<file path="config.mk">
export PLATFORM = sky130hd
export DESIGN_NAME = rv32i_dmem_ctrl
export DESIGN_NICKNAME = d
export VERILOG_FILES = /design/src/rtl/rv32i_pkg.sv /design/src/rtl/rv32i_ld_align.sv /design/src/rtl/rv32i_dmem_ctrl.sv
export SDC_FILE = /design/constraint.sdc
export NUM_CORES = 1
export LEC_CHECK = 0
export CORE_ASPECT_RATIO = 0.7
export CORE_MARGIN = 4
export CORE_UTILIZATION = 30
export DETAILED_ROUTE_END_ITERATION = 6
export PLACE_DENSITY = 0.56
export RECOVER_POWER = 100
export SLEW_MARGIN = 15
export SYNTH_ARGS = -nofsm -noshare
export SYNTH_HDL_FRONTEND = slang
export SYNTH_SLANG_ARGS = --single-unit
export TNS_END_PERCENT = 100
</file>
<file path="constraint.sdc">
create_clock -name clk -period 2.9 [get_ports clk]
set_input_delay 0.435 -clock clk [delete_from_list [all_inputs] [get_ports clk]]
set_output_delay 0.435 -clock clk [all_outputs]
set_load 0.01 [all_outputs]
</file>
<file path="src/rtl/rv32i_pkg.sv">
// Shared constants, FSM state type and size helpers for the RV32I data-memory controller.
package rv32i_pkg;

  localparam logic [1:0] SZ_B = 2'b00;
  localparam logic [1:0] SZ_H = 2'b01;
  localparam logic [1:0] SZ_W = 2'b10;

  localparam logic [1:0] ACC_RD = 2'b01;
  localparam logic [1:0] ACC_WR = 2'b10;

  typedef enum logic [2:0] {
    IDLE,
    ACC0,
    ACC1,
    CAP,
    RSP
  } dmem_state_t;

  // Byte-lane mask of an access anchored at lane 0.
  function automatic logic [3:0] size_mask(input logic [1:0] sz);
    case (sz)
      SZ_B:    return 4'b0001;
      SZ_H:    return 4'b0011;
      default: return 4'b1111;
    endcase
  endfunction

  function automatic logic [2:0] size_bytes(input logic [1:0] sz);
    case (sz)
      SZ_B:    return 3'd1;
      SZ_H:    return 3'd2;
      default: return 3'd4;
    endcase
  endfunction

endpackage

</file>
<file path="src/rtl/rv32i_ld_align.sv">
// Load-data alignment: shifts {word1,word0} down by the byte offset, truncates to the
// access size and zero- or sign-extends to 32 bits.
module rv32i_ld_align
  import rv32i_pkg::*;
(
  input  logic [63:0] dword,
  input  logic [1:0]  boff,
  input  logic [1:0]  sz,
  input  logic        s_us,
  output logic [31:0] data
);

  logic [31:0] shifted;

  assign shifted = dword[{boff, 3'b000} +: 32];

  always_comb begin
    case (sz)
      SZ_B:    data = {{24{~s_us & shifted[7]}},  shifted[7:0]};
      SZ_H:    data = {{16{~s_us & shifted[15]}}, shifted[15:0]};
      default: data = shifted;
    endcase
  end

endmodule

</file>
<file path="src/rtl/rv32i_dmem_ctrl.sv">
// Single-request data-memory controller driving a 1-cycle-latency word SRAM.
// Define RV32I_DMEM_MISALIGN_EN to support misaligned and word-crossing accesses.
module rv32i_dmem_ctrl
  import rv32i_pkg::*;
#(
  parameter int AW = 8
) (
  input  logic          clk,
  input  logic          rst_n,
  input  logic          req_valid,
  output logic          req_ready,
  input  logic [1:0]    req_acc_type,
  input  logic [31:0]   req_adr,
  input  logic [1:0]    req_sz,
  input  logic          req_s_us,
  input  logic [31:0]   req_wdata,
  output logic          rsp_valid,
  output logic [31:0]   rsp_rdata,
  output logic          rsp_err,
  output logic          sram_en,
  output logic          sram_we,
  output logic [3:0]    sram_be,
  output logic [AW-1:0] sram_adr,
  output logic [31:0]   sram_wdata,
  input  logic [31:0]   sram_rdata
);

  dmem_state_t state, state_nxt;

  logic          is_wr_q;
  logic [1:0]    sz_q;
  logic [1:0]    boff_q;
  logic          s_us_q;
  logic [31:0]   wdata_q;
  logic [AW-1:0] a_q;
  logic          err_q;
  logic [31:0]   rdata_q;

  logic          accept;
  logic          req_legal;
  logic          aligned;
  logic [3:0]    mask;
  logic [63:0]   ld_dword;
  logic [31:0]   ld_data;
  logic          unused_adr_hi;

  // Byte-address bits above the SRAM window are ignored.
  assign unused_adr_hi = ^req_adr[31:AW+2];

  assign req_ready = (state == IDLE) && rst_n;
  assign accept    = req_valid && req_ready;
  assign mask      = size_mask(sz_q);

`ifdef RV32I_DMEM_MISALIGN_EN
  logic [31:0] word0_q;
  logic        crossing;
  logic [2:0]  rshift;

  assign aligned  = 1'b1;
  assign crossing = ({1'b0, boff_q} + size_bytes(sz_q)) > 3'd4;
  assign rshift   = 3'd4 - {1'b0, boff_q};
  assign ld_dword = crossing ? {sram_rdata, word0_q} : {32'h0, sram_rdata};
`else
  assign aligned  = !((req_sz == SZ_H) && req_adr[0]) &&
                    !((req_sz == SZ_W) && (req_adr[1:0] != 2'b00));
  assign ld_dword = {32'h0, sram_rdata};
`endif

  assign req_legal = ((req_acc_type == ACC_RD) || (req_acc_type == ACC_WR)) &&
                     (req_sz != 2'b11) && aligned;

  rv32i_ld_align u_ld_align (
    .dword (ld_dword),
    .boff  (boff_q),
    .sz    (sz_q),
    .s_us  (s_us_q),
    .data  (ld_data)
  );

  always_comb begin
    // NOTE: every output of this block gets a default first, so no path can infer a latch.
    state_nxt  = state;
    sram_en    = 1'b0;
    sram_we    = 1'b0;
    sram_be    = 4'b0000;
    sram_adr   = '0;
    sram_wdata = 32'h0;
    case (state)
      IDLE: begin
        if (accept) state_nxt = req_legal ? ACC0 : RSP;
      end
      ACC0: begin
        sram_en    = 1'b1;
        sram_we    = is_wr_q;
        sram_be    = mask << boff_q;
        sram_adr   = a_q;
        sram_wdata = wdata_q << {boff_q, 3'b000};
`ifdef RV32I_DMEM_MISALIGN_EN
        state_nxt  = crossing ? ACC1 : CAP;
`else
        state_nxt  = CAP;
`endif
      end
`ifdef RV32I_DMEM_MISALIGN_EN
      ACC1: begin
        sram_en    = 1'b1;
        sram_we    = is_wr_q;
        sram_be    = mask >> rshift;
        sram_adr   = a_q + AW'(1);
        sram_wdata = wdata_q >> {rshift, 3'b000};
        state_nxt  = CAP;
      end
`endif
      CAP:     state_nxt = RSP;
      RSP:     state_nxt = IDLE;
      default: state_nxt = IDLE;
    endcase
  end

  assign rsp_valid = (state == RSP);
  assign rsp_err   = (state == RSP) && err_q;
  assign rsp_rdata = (state == RSP) ? rdata_q : 32'h0;

  always_ff @(posedge clk or negedge rst_n) begin
    if (!rst_n) begin
      state   <= IDLE;
      is_wr_q <= 1'b0;
      sz_q    <= SZ_B;
      boff_q  <= 2'b00;
      s_us_q  <= 1'b0;
      wdata_q <= 32'h0;
      a_q     <= '0;
      err_q   <= 1'b0;
      rdata_q <= 32'h0;
`ifdef RV32I_DMEM_MISALIGN_EN
      word0_q <= 32'h0;
`endif
    end else begin
      // NOTE: sequential state uses non-blocking assignments so every flop samples pre-edge values.
      state <= state_nxt;
      if (accept) begin
        is_wr_q <= (req_acc_type == ACC_WR);
        sz_q    <= req_sz;
        boff_q  <= req_adr[1:0];
        s_us_q  <= req_s_us;
        wdata_q <= req_wdata;
        a_q     <= req_adr[AW+1:2];
        err_q   <= !req_legal;
        rdata_q <= 32'h0;
      end
`ifdef RV32I_DMEM_MISALIGN_EN
      if (state == ACC1) word0_q <= sram_rdata;
`endif
      if (state == CAP) rdata_q <= is_wr_q ? 32'h0 : ld_data;
    end
  end

endmodule

</file>
==> impl_metrics.prom, run 1 <==
# TYPE chip_impl_metric gauge
chip_impl_metric{name="grt_pass1_vias",unit=""} 4399
chip_impl_metric{name="fp-row-count",unit=""} 37
chip_impl_metric{name="critical_path_arrival",unit="ns"} 2.36
chip_impl_metric{name="post-route-cell-area",unit="um^2"} 6770
chip_impl_metric{name="num_io_pins",unit=""} 185
chip_impl_metric{name="hold-worst-slack",unit="ns"} 0.471
chip_impl_metric{name="ctsHoldBuffers",unit=""} 0
chip_impl_metric{name="wl",unit="um"} 15400
chip_impl_metric{name="n_fill_cell",unit=""} 1457
chip_impl_metric{name="crit_required",unit="ns"} 2.47
chip_impl_metric{name="ys_async_sr_fraction",unit="%"} 100
chip_impl_info{name="largest_family_of_logic_cells_by_synthesized_area",value="simple AND/OR/NAND/NOR gates"} 1
chip_impl_metric{name="layout.nets",unit=""} 797
chip_impl_metric{name="antenna_left",unit=""} 0
chip_impl_metric{name="post-cts-setup-buffers",unit=""} 0
chip_impl_metric{name="core_region_area",unit="um^2"} 15000
chip_impl_metric{name="synth.yosys.seq_area_share",unit="%"} 43.9
chip_impl_metric{name="max_cap_viol_count",unit=""} 1
chip_impl_metric{name="drive_gt1_share",unit="%"} 8.32
chip_impl_metric{name="p_leak",unit="nW"} 3.19
chip_impl_metric{name="yosys.area_share.xor_xnor",unit="%"} 0
chip_impl_metric{name="gr-usage-all-layers",unit="%"} 17.5
chip_impl_metric{name="number_of_synthesized_flops_with_an_enable_pin",unit=""} 0
chip_impl_metric{name="htree_num_levels",unit=""} 3
chip_impl_metric{name="synthesis.yosys.warnings",unit=""} 0
chip_impl_metric{name="cts_sinks",unit=""} 82
chip_impl_metric{name="diodes",unit=""} 0
chip_impl_metric{name="postSynthAreaPerCell",unit="um^2"} 8.65
chip_impl_info{name="unrepaired_setup_endpoints_after_global_routing",value="no"} 1
chip_impl_metric{name="placed_area",unit="um^2"} 6480
chip_impl_metric{name="post-place-cells",unit=""} 875
chip_impl_metric{name="via_count",unit=""} 4318
chip_impl_metric{name="post_synth_instance_area",unit="um^2"} 4670
chip_impl_info{name="timing.hold.worst.class",value="reg -> reg"} 1
chip_impl_metric{name="final-hold-violation-count",unit=""} 0
chip_impl_metric{name="dr.first_iter.drc_count",unit=""} 229
chip_impl_info{name="worst_setup_path_end_kind",value="primary output"} 1
chip_impl_metric{name="detailedPlacementHpwl",unit="um"} 11200
chip_impl_metric{name="share_of_total_power_consumed_by_net_switching",unit="%"} 41.5
chip_impl_metric{name="worst_pin_slew",unit="ns"} 1.52
chip_impl_metric{name="vdd_drop_max",unit="uV"} 321
chip_impl_metric{name="share_comb_of_total_power",unit="%"} 44.6
chip_impl_metric{name="cts-root-to-sink-buffers",unit=""} 2
chip_impl_info{name="cp-start-kind",value="flip-flop"} 1
chip_impl_metric{name="simple_gate_area_share_of_the_yosys_netlist",unit="%"} 28.8
chip_impl_metric{name="multi_input_comb_area",unit="um^2"} 2420
chip_impl_metric{name="largest_net_degree_at_the_start_of_global_routing",unit=""} 57
chip_impl_metric{name="setup-violations-final",unit=""} 0
chip_impl_metric{name="timing.setup.tns",unit="ns"} 0
chip_impl_metric{name="layout_worst_path_cycle_share",unit="%"} 96.4
chip_impl_metric{name="synth.lib_cells_used.distinct",unit=""} 40
chip_impl_metric{name="gp_congestion",unit=""} 0.844
chip_impl_metric{name="cts.clk_slew.worst_paths",unit="ns"} 0.07
chip_impl_metric{name="power_density_of_the_placed_cells",unit="nW/um^2"} 822
chip_impl_info{name="critical_path_class",value="reg -> out"} 1
chip_impl_metric{name="cts-buffers-inserted",unit=""} 9
chip_impl_metric{name="die_y",unit="um"} 112
chip_impl_metric{name="initial_standard_cell_utilization_of_the_core",unit="%"} 31.3
chip_impl_info{name="violations",value="capacitance limit, slew limit"} 1
chip_impl_metric{name="gr-total-overflow",unit=""} 0
chip_impl_metric{name="number_of_antenna_violations_at_the_first_check_in_global_routing",unit=""} 0
chip_impl_metric{name="power.share.sequential",unit="%"} 35.3
chip_impl_metric{name="final_cells",unit=""} 892
chip_impl_metric{name="power.net_switching",unit="mW"} 2.31
chip_impl_metric{name="power_report.internal_total",unit="mW"} 3.25
chip_impl_metric{name="clk-insertion-delay-late",unit="ns"} 0.35
chip_impl_metric{name="crit_path_max_fanout",unit=""} 11
chip_impl_metric{name="clock-skew-final",unit="ns"} 0.00766
chip_impl_metric{name="drc_errors",unit=""} 0
chip_impl_metric{name="drt-pass1-iter-count",unit=""} 4
chip_impl_info{name="cts-root-buf",value="sky130_fd_sc_hd__clkbuf_16"} 1
chip_impl_metric{name="synth.ff_latch_count",unit=""} 82
chip_impl_metric{name="preCtsSetupSlack",unit="ns"} 0.190
chip_impl_metric{name="die_w",unit="um"} 157
chip_impl_metric{name="syn-instance-count",unit=""} 540
chip_impl_metric{name="share_clk_of_total_power",unit="%"} 20.1
chip_impl_metric{name="fin_ws",unit="ns"} 0.106
chip_impl_info{name="outcome",value="finished with violations"} 1
chip_impl_metric{name="synth.net_count",unit=""} 645
chip_impl_metric{name="timing.fmax",unit="MHz"} 358
chip_impl_info{name="synth_top_flop_cell",value="sky130_fd_sc_hd__dfrtp_1"} 1
chip_impl_metric{name="worst_slew_margin_rel",unit="%"} -1.30
chip_impl_info{name="cts_tree",value="yes"} 1
chip_impl_metric{name="avgViaCountPerCell",unit=""} 4.84
chip_impl_metric{name="area_delta_synth_final",unit="%"} 45.0
chip_impl_metric{name="design.die.area",unit="um^2"} 17700
chip_impl_metric{name="synth_compound_area_share",unit="%"} 11.6
chip_impl_metric{name="sequential_cell_area",unit="um^2"} 2060
chip_impl_metric{name="post_drt_wl_per_cell",unit="um"} 17.3
chip_impl_metric{name="grt_pass1_wl",unit="um"} 24600
chip_impl_metric{name="muxShareOfSynthArea",unit="%"} 10.4
chip_impl_metric{name="slew_violations",unit=""} 28
chip_impl_metric{name="numPortBuffers",unit=""} 162
chip_impl_metric{name="finalCriticalPeriod",unit="ns"} 2.79
chip_impl_metric{name="synth_fa_ha_area_share",unit="%"} 0.268
[timing repair]
action                                  4_1_cts  5_1_grt
endpoints found under the setup margin       17       11
pin swaps                                     1        1
gates resized for setup                       5        2
cloned                                        1        0
[per-stage QoR]
step           total power, mW  utilization [%]
3_5_place_dp              4.51             43.4
4_1_cts                   5.71             45.5
3_3_place_gp              4.45             43.4
5_1_grt                   6.01             45.3
6_report                  5.57             45.3
2_1_floorplan             3.54                -
[logic make-up after synthesis]
kind of cell	after synthesis
AO/OA/AOI/OAI	88
AND/OR/NAND/NOR	279
buffers and inverters	44
adder cells (fa/ha/maj)	1
multiplexers	46
flip-flops	82
[flip-flops by register name, indices dropped and copies added, names as in the netlist]
register / flops
is_wr_q: 1
a_q: 8
wdata_q: 32
sz_q: 2
state: 3
s_us_q: 1
err_q: 1
rdata_q: 32
boff_q: 2
[power by group through the flow]
stage | Combinational [mW] | Sequential [mW] | Clock, mW
2_1_floorplan | 1.78 | 1.76 | 0
3_3_place_gp | 2.50 | 1.95 | 0
3_5_place_dp | 2.54 | 1.97 | 0
4_1_cts | 2.59 | 1.97 | 1.15
5_1_grt | 2.78 | 2.03 | 1.19
6_report | 2.48 | 1.97 | 1.12
[synth_stat cells (2+ instances only)]
cell                       number  area, um^2
sky130_fd_sc_hd__a211oi_1      15         113
sky130_fd_sc_hd__a21oi_1       26         130
sky130_fd_sc_hd__a22oi_1       16         120
sky130_fd_sc_hd__and2_1        51         319
sky130_fd_sc_hd__buf_1          2        7.51
sky130_fd_sc_hd__buf_2         27         135
sky130_fd_sc_hd__buf_4          6        45.0
sky130_fd_sc_hd__clkbuf_1       4        15.0
sky130_fd_sc_hd__dfrtp_1       82        2050
sky130_fd_sc_hd__inv_1          3        11.3
sky130_fd_sc_hd__mux2_2        12         135
sky130_fd_sc_hd__mux2i_1       33         330
sky130_fd_sc_hd__nand2_1      160         601
sky130_fd_sc_hd__nand3b_1      10        75.1
sky130_fd_sc_hd__nor2_1        35         131
sky130_fd_sc_hd__nor2b_1        9        56.3
sky130_fd_sc_hd__nor3_1         2        10.0
sky130_fd_sc_hd__nor4b_4        2        47.6
sky130_fd_sc_hd__o21ai_0       17        85.1
sky130_fd_sc_hd__o21ai_1        8        40.0
[per-layer routing]
metal | part of all wire [%] | global-route usage, %
met1 | 49 | 26.0
met5 | 0 | 0
met2 | 43 | 25.7
met3 | 7.2 | 4.70
met4 | 0.69 | 2.98
[layout make-up]
type / instances / area share (%)
clock buffers: 9 / 3.32
clock inverters: 7 / 0.924
inverters: 4 / 0.296
multi-input cells: 415 / 35.8
flip-flops and latches: 82 / 30.3
well taps: 195 / 3.60
repair buffers: 180 / 25.7
[layout by cell type (no fill, tap or decap), types with 15 or more instances in the layout]
cell	instances
sky130_fd_sc_hd__a211oi_1	15
sky130_fd_sc_hd__a21oi_1	26
sky130_fd_sc_hd__a22oi_1	16
sky130_fd_sc_hd__and2_0	18
sky130_fd_sc_hd__and2_1	33
sky130_fd_sc_hd__clkdlybuf4s50_1	120
sky130_fd_sc_hd__dfrtp_1	79
sky130_fd_sc_hd__dlygate4sd3_1	41
sky130_fd_sc_hd__mux2i_1	33
sky130_fd_sc_hd__nand2_1	160
sky130_fd_sc_hd__nor2_1	35
sky130_fd_sc_hd__o21ai_0	22
[path summary, 6_finish.rpt]
kind | startpoint | end | depth (start not counted) | slack, ns
setup / recovery | state[2] | sram_wdata[1] | 6 | 0.11
hold / removal | wdata_q[20] | wdata_q[20] | 2 | 0.47
min in group asynchronous | rst_n | wdata_q[10] | 2 | 0.71
hold reg to reg | wdata_q[20] | wdata_q[20] | 2 | 0.47
setup reg to reg | boff_q[0] | rdata_q[15] | 5 | 0.17
max in group asynchronous | rst_n | boff_q[1] | 3 | 0.49
[worst max-delay path, cell delays in order, from the launching register on]
cell and delay [ns]:
sky130_fd_sc_hd__dfrtp_2 0.45, sky130_fd_sc_hd__or3b_4 0.44, sky130_fd_sc_hd__inv_6 0.12, sky130_fd_sc_hd__nand2b_4 0.12, sky130_fd_sc_hd__nor2_8 0.16, sky130_fd_sc_hd__and2_0 0.17, sky130_fd_sc_hd__clkdlybuf4s50_1 0.56
Power figures use the tool's default switching activity.
==> run 2, diff against run 1 <==
Settings changed: CORE_ASPECT_RATIO 0.7 to unset, CTS_BUF_LIST set to sky130_fd_sc_hd__clkbuf_4 sky130_fd_sc_hd__clkbuf_8, REMOVE_ABC_BUFFERS set to 1.
==> impl_metrics.prom, run 2 (synthesis results as in run 1) <==
# TYPE chip_impl_metric gauge
chip_impl_metric{name="worst_pin_slew",unit="ns"} 1.82
chip_impl_metric{name="cts-buffers-inserted",unit=""} 9
chip_impl_metric{name="grt_pass1_vias",unit=""} 4321
chip_impl_info{name="timing.hold.worst.class",value="reg -> reg"} 1
chip_impl_info{name="layout_commonest_cell",value="sky130_fd_sc_hd__nand2_1"} 1
chip_impl_metric{name="preCtsSetupSlack",unit="ns"} 0.327
chip_impl_info{name="cp-startpoint",value="state[2]"} 1
chip_impl_metric{name="antenna_left",unit=""} 0
chip_impl_metric{name="gr-usage-all-layers",unit="%"} 15.6
chip_impl_metric{name="via_count",unit=""} 4294
chip_impl_metric{name="slew_violations",unit=""} 35
chip_impl_metric{name="share_clk_of_total_power",unit="%"} 16.9
chip_impl_metric{name="final-hold-violation-count",unit=""} 0
chip_impl_metric{name="die_w",unit="um"} 133
chip_impl_metric{name="die_y",unit="um"} 133
chip_impl_metric{name="share_of_total_power_consumed_by_net_switching",unit="%"} 39.9
chip_impl_metric{name="reg2reg_setup_slack",unit="ns"} 0.32
chip_impl_metric{name="number_of_antenna_violations_at_the_first_check_in_global_routing",unit=""} 0
chip_impl_metric{name="setup-violations-final",unit=""} 0
chip_impl_metric{name="layout.nets",unit=""} 799
chip_impl_metric{name="crit_path_max_fanout",unit=""} 6
chip_impl_metric{name="total_power",unit="mW"} 5.24
chip_impl_metric{name="cp.buffers_inverters",unit=""} 2
chip_impl_metric{name="power_report.internal_total",unit="mW"} 3.15
chip_impl_metric{name="share_comb_of_total_power",unit="%"} 46.4
chip_impl_metric{name="finalCriticalPeriod",unit="ns"} 2.76
chip_impl_metric{name="numPortBuffers",unit=""} 162
chip_impl_info{name="worst_path_dominant_cell_family",value="simple AND/OR/NAND/NOR gates"} 1
chip_impl_metric{name="drive_gt1_share",unit="%"} 8.58
chip_impl_info{name="cts_tree",value="yes"} 1
chip_impl_metric{name="avgViaCountPerCell",unit=""} 4.72
chip_impl_info{name="cp-start-kind",value="flip-flop"} 1
chip_impl_metric{name="cts_sinks",unit=""} 82
chip_impl_metric{name="grt_pass1_wl",unit="um"} 22400
chip_impl_metric{name="initial_standard_cell_utilization_of_the_core",unit="%"} 30.6
chip_impl_metric{name="largest_net_degree_at_the_start_of_global_routing",unit=""} 50
chip_impl_metric{name="gr-total-overflow",unit=""} 0
chip_impl_metric{name="vdd_drop_max",unit="uV"} 321
chip_impl_info{name="worst_setup_path_endpoint",value="sram_wdata[7]"} 1
chip_impl_metric{name="crit_required",unit="ns"} 2.47
chip_impl_info{name="reg2reg_from",value="boff_q[1]"} 1
chip_impl_metric{name="timing.fmax",unit="MHz"} 362
chip_impl_metric{name="fp-row-count",unit=""} 45
chip_impl_metric{name="area_delta_synth_final",unit="%"} 43.6
chip_impl_info{name="worst_setup_path_end_kind",value="primary output"} 1
chip_impl_metric{name="critical_path_arrival",unit="ns"} 2.33
chip_impl_metric{name="ctsHoldBuffers",unit=""} 0
chip_impl_metric{name="max_cap_viol_count",unit=""} 1
chip_impl_info{name="unrepaired_setup_endpoints_after_global_routing",value="no"} 1
chip_impl_metric{name="r2r_cells",unit=""} 7
chip_impl_metric{name="htree_num_levels",unit=""} 3
chip_impl_info{name="violations",value="capacitance limit, slew limit"} 1
chip_impl_metric{name="p_leak",unit="nW"} 3.21
chip_impl_info{name="reg.largest.list",value="rdata_q: 32 flops, wdata_q: 32 flops, a_q: 8 flops"} 1
chip_impl_metric{name="power.net_switching",unit="mW"} 2.09
chip_impl_metric{name="clock-skew-final",unit="ns"} 0.00555
chip_impl_metric{name="critPathMaxStageDelay",unit="ns"} 0.54
chip_impl_info{name="cts-root-buf",value="sky130_fd_sc_hd__clkbuf_8"} 1
chip_impl_metric{name="wl",unit="um"} 14100
chip_impl_metric{name="finish.utilization",unit="%"} 44.0
chip_impl_metric{name="fin_ws",unit="ns"} 0.138
chip_impl_metric{name="gp_congestion",unit=""} 0.776
chip_impl_metric{name="diodes",unit=""} 0
chip_impl_metric{name="hold-worst-slack",unit="ns"} 0.471
chip_impl_metric{name="power_density_of_the_placed_cells",unit="nW/um^2"} 780
chip_impl_metric{name="clk-insertion-delay-late",unit="ns"} 0.35
chip_impl_metric{name="post_drt_wl_per_cell",unit="um"} 15.4
chip_impl_info{name="worst_path_max_delay_cell",value="sky130_fd_sc_hd__clkdlybuf4s50_1"} 1
chip_impl_info{name="outcome",value="finished with violations"} 1
chip_impl_metric{name="cts-root-to-sink-buffers",unit=""} 2
chip_impl_info{name="crit-reg2reg-capture",value="rdata_q[28]"} 1
chip_impl_metric{name="worst_slew_margin_rel",unit="%"} -21.3
chip_impl_metric{name="power.share.sequential",unit="%"} 36.7
chip_impl_metric{name="drt-pass1-iter-count",unit=""} 4
chip_impl_metric{name="critical_path_depth",unit=""} 6
chip_impl_metric{name="dr.first_iter.drc_count",unit=""} 190
chip_impl_metric{name="drc_errors",unit=""} 0
chip_impl_metric{name="detailedPlacementHpwl",unit="um"} 9980
chip_impl_info{name="critical_path_class",value="reg -> out"} 1
chip_impl_metric{name="design.die.area",unit="um^2"} 17600
chip_impl_metric{name="cts.clk_slew.worst_paths",unit="ns"} 0.08
chip_impl_metric{name="timing.setup.tns",unit="ns"} 0
chip_impl_metric{name="num_io_pins",unit=""} 185
chip_impl_metric{name="core_region_area",unit="um^2"} 15300
chip_impl_info{name="crit_path_cell_trace",value="or3b_1 > clkinv_1 > nand2b_4 > nor2_2 > and2_1 > clkdlybuf4s50_1"} 1
chip_impl_info{name="most_frequent_cells_in_the_layout",value="sky130_fd_sc_hd__nand2_1 (160), sky130_fd_sc_hd__clkdlybuf4s50_1 (107), sky130_fd_sc_hd__dfrtp_1 (78)"} 1
chip_impl_metric{name="layout_worst_path_cycle_share",unit="%"} 95.3
run 2: cell types whose count changed in the layout (fill, tap and decap cells not counted), sizes merged:
cell / before / now
clkinv: 4 / 2
inv: 7 / 3
clkbuf: 18 / 22
bufinv: 0 / 1
buf: 10 / 15
clkdlybuf4s50: 120 / 107
dlygate4sd3: 41 / 52
run 2: worst register-to-register path: stages (launching register included):
cell	delay, ns
sky130_fd_sc_hd__dfrtp_2	0.66
sky130_fd_sc_hd__buf_4	0.27
sky130_fd_sc_hd__clkbuf_2	0.45
sky130_fd_sc_hd__mux2i_1	0.34
sky130_fd_sc_hd__mux2i_1	0.14
sky130_fd_sc_hd__o211ai_2	0.15
sky130_fd_sc_hd__clkbuf_2	0.35
sky130_fd_sc_hd__nand2_1	0.10
run 2: metal layers:
layer | wire length (um) | vias to the layer above | track usage (%)
li1 | - | 2099 | -
met1 | 6720 | 2044 | 21.1
met2 | 6200 | 143 | 24.1
met3 | 1030 | 8 | 5.48
met4 | 113 | 0 | 3.41
met5 | 0 | - | 0
run 2: power groups by stage:
stage	combinational (mW)	sequential [mW]	clock, mW
3_3_place_gp	2.47	1.93	0
3_5_place_dp	2.49	1.94	0
6_report	2.43	1.92	0.887
4_1_cts	2.51	1.92	0.920
5_1_grt	2.71	1.99	0.969
2_1_floorplan	1.41	2.00	0
run 2: stage by stage:
stage | area, um^2 | std cells
global placement | 6500 | 891
finish | 6710 | 910
CTS | 6730 | 907
global route | 6710 | 910
floorplan | 4460 | 500
detailed placement | 6500 | 891
run 2: how the worst min path moves through the flow:
| stage | startpoint | end | slack (ns) | depth (start not counted) |
|---|---|---|---|---|
| 2_1_floorplan | rst_n | a_q[0] | 0.14 | 0 |
| 3_3_place_gp | wdata_q[29] | wdata_q[29] | 0.45 | 2 |
| 3_5_place_dp | wdata_q[31] | wdata_q[31] | 0.45 | 2 |
| 4_1_cts | rst_n | s_us_q | 0.15 | 2 |
| 5_1_grt | wdata_q[30] | wdata_q[30] | 0.49 | 2 |
| 6_report | a_q[2] | a_q[2] | 0.47 | 2 |
run 2: timing repair:
item / 4_1_cts / 5_1_grt
gates cloned: 0 / 1
buffers inserted: 0 / 2
resized for setup: 3 / 4
setup endpoints to repair: 17 / 19
run 2: layout make-up:
class	count	area [um^2]
sequential	82	2060
multi-input combinational	415	2410
clock inverter	2	35.0
tap	211	264
inverter	4	15.0
timing repair buffer	182	1750
clock buffer	14	180
fill	1552	8550
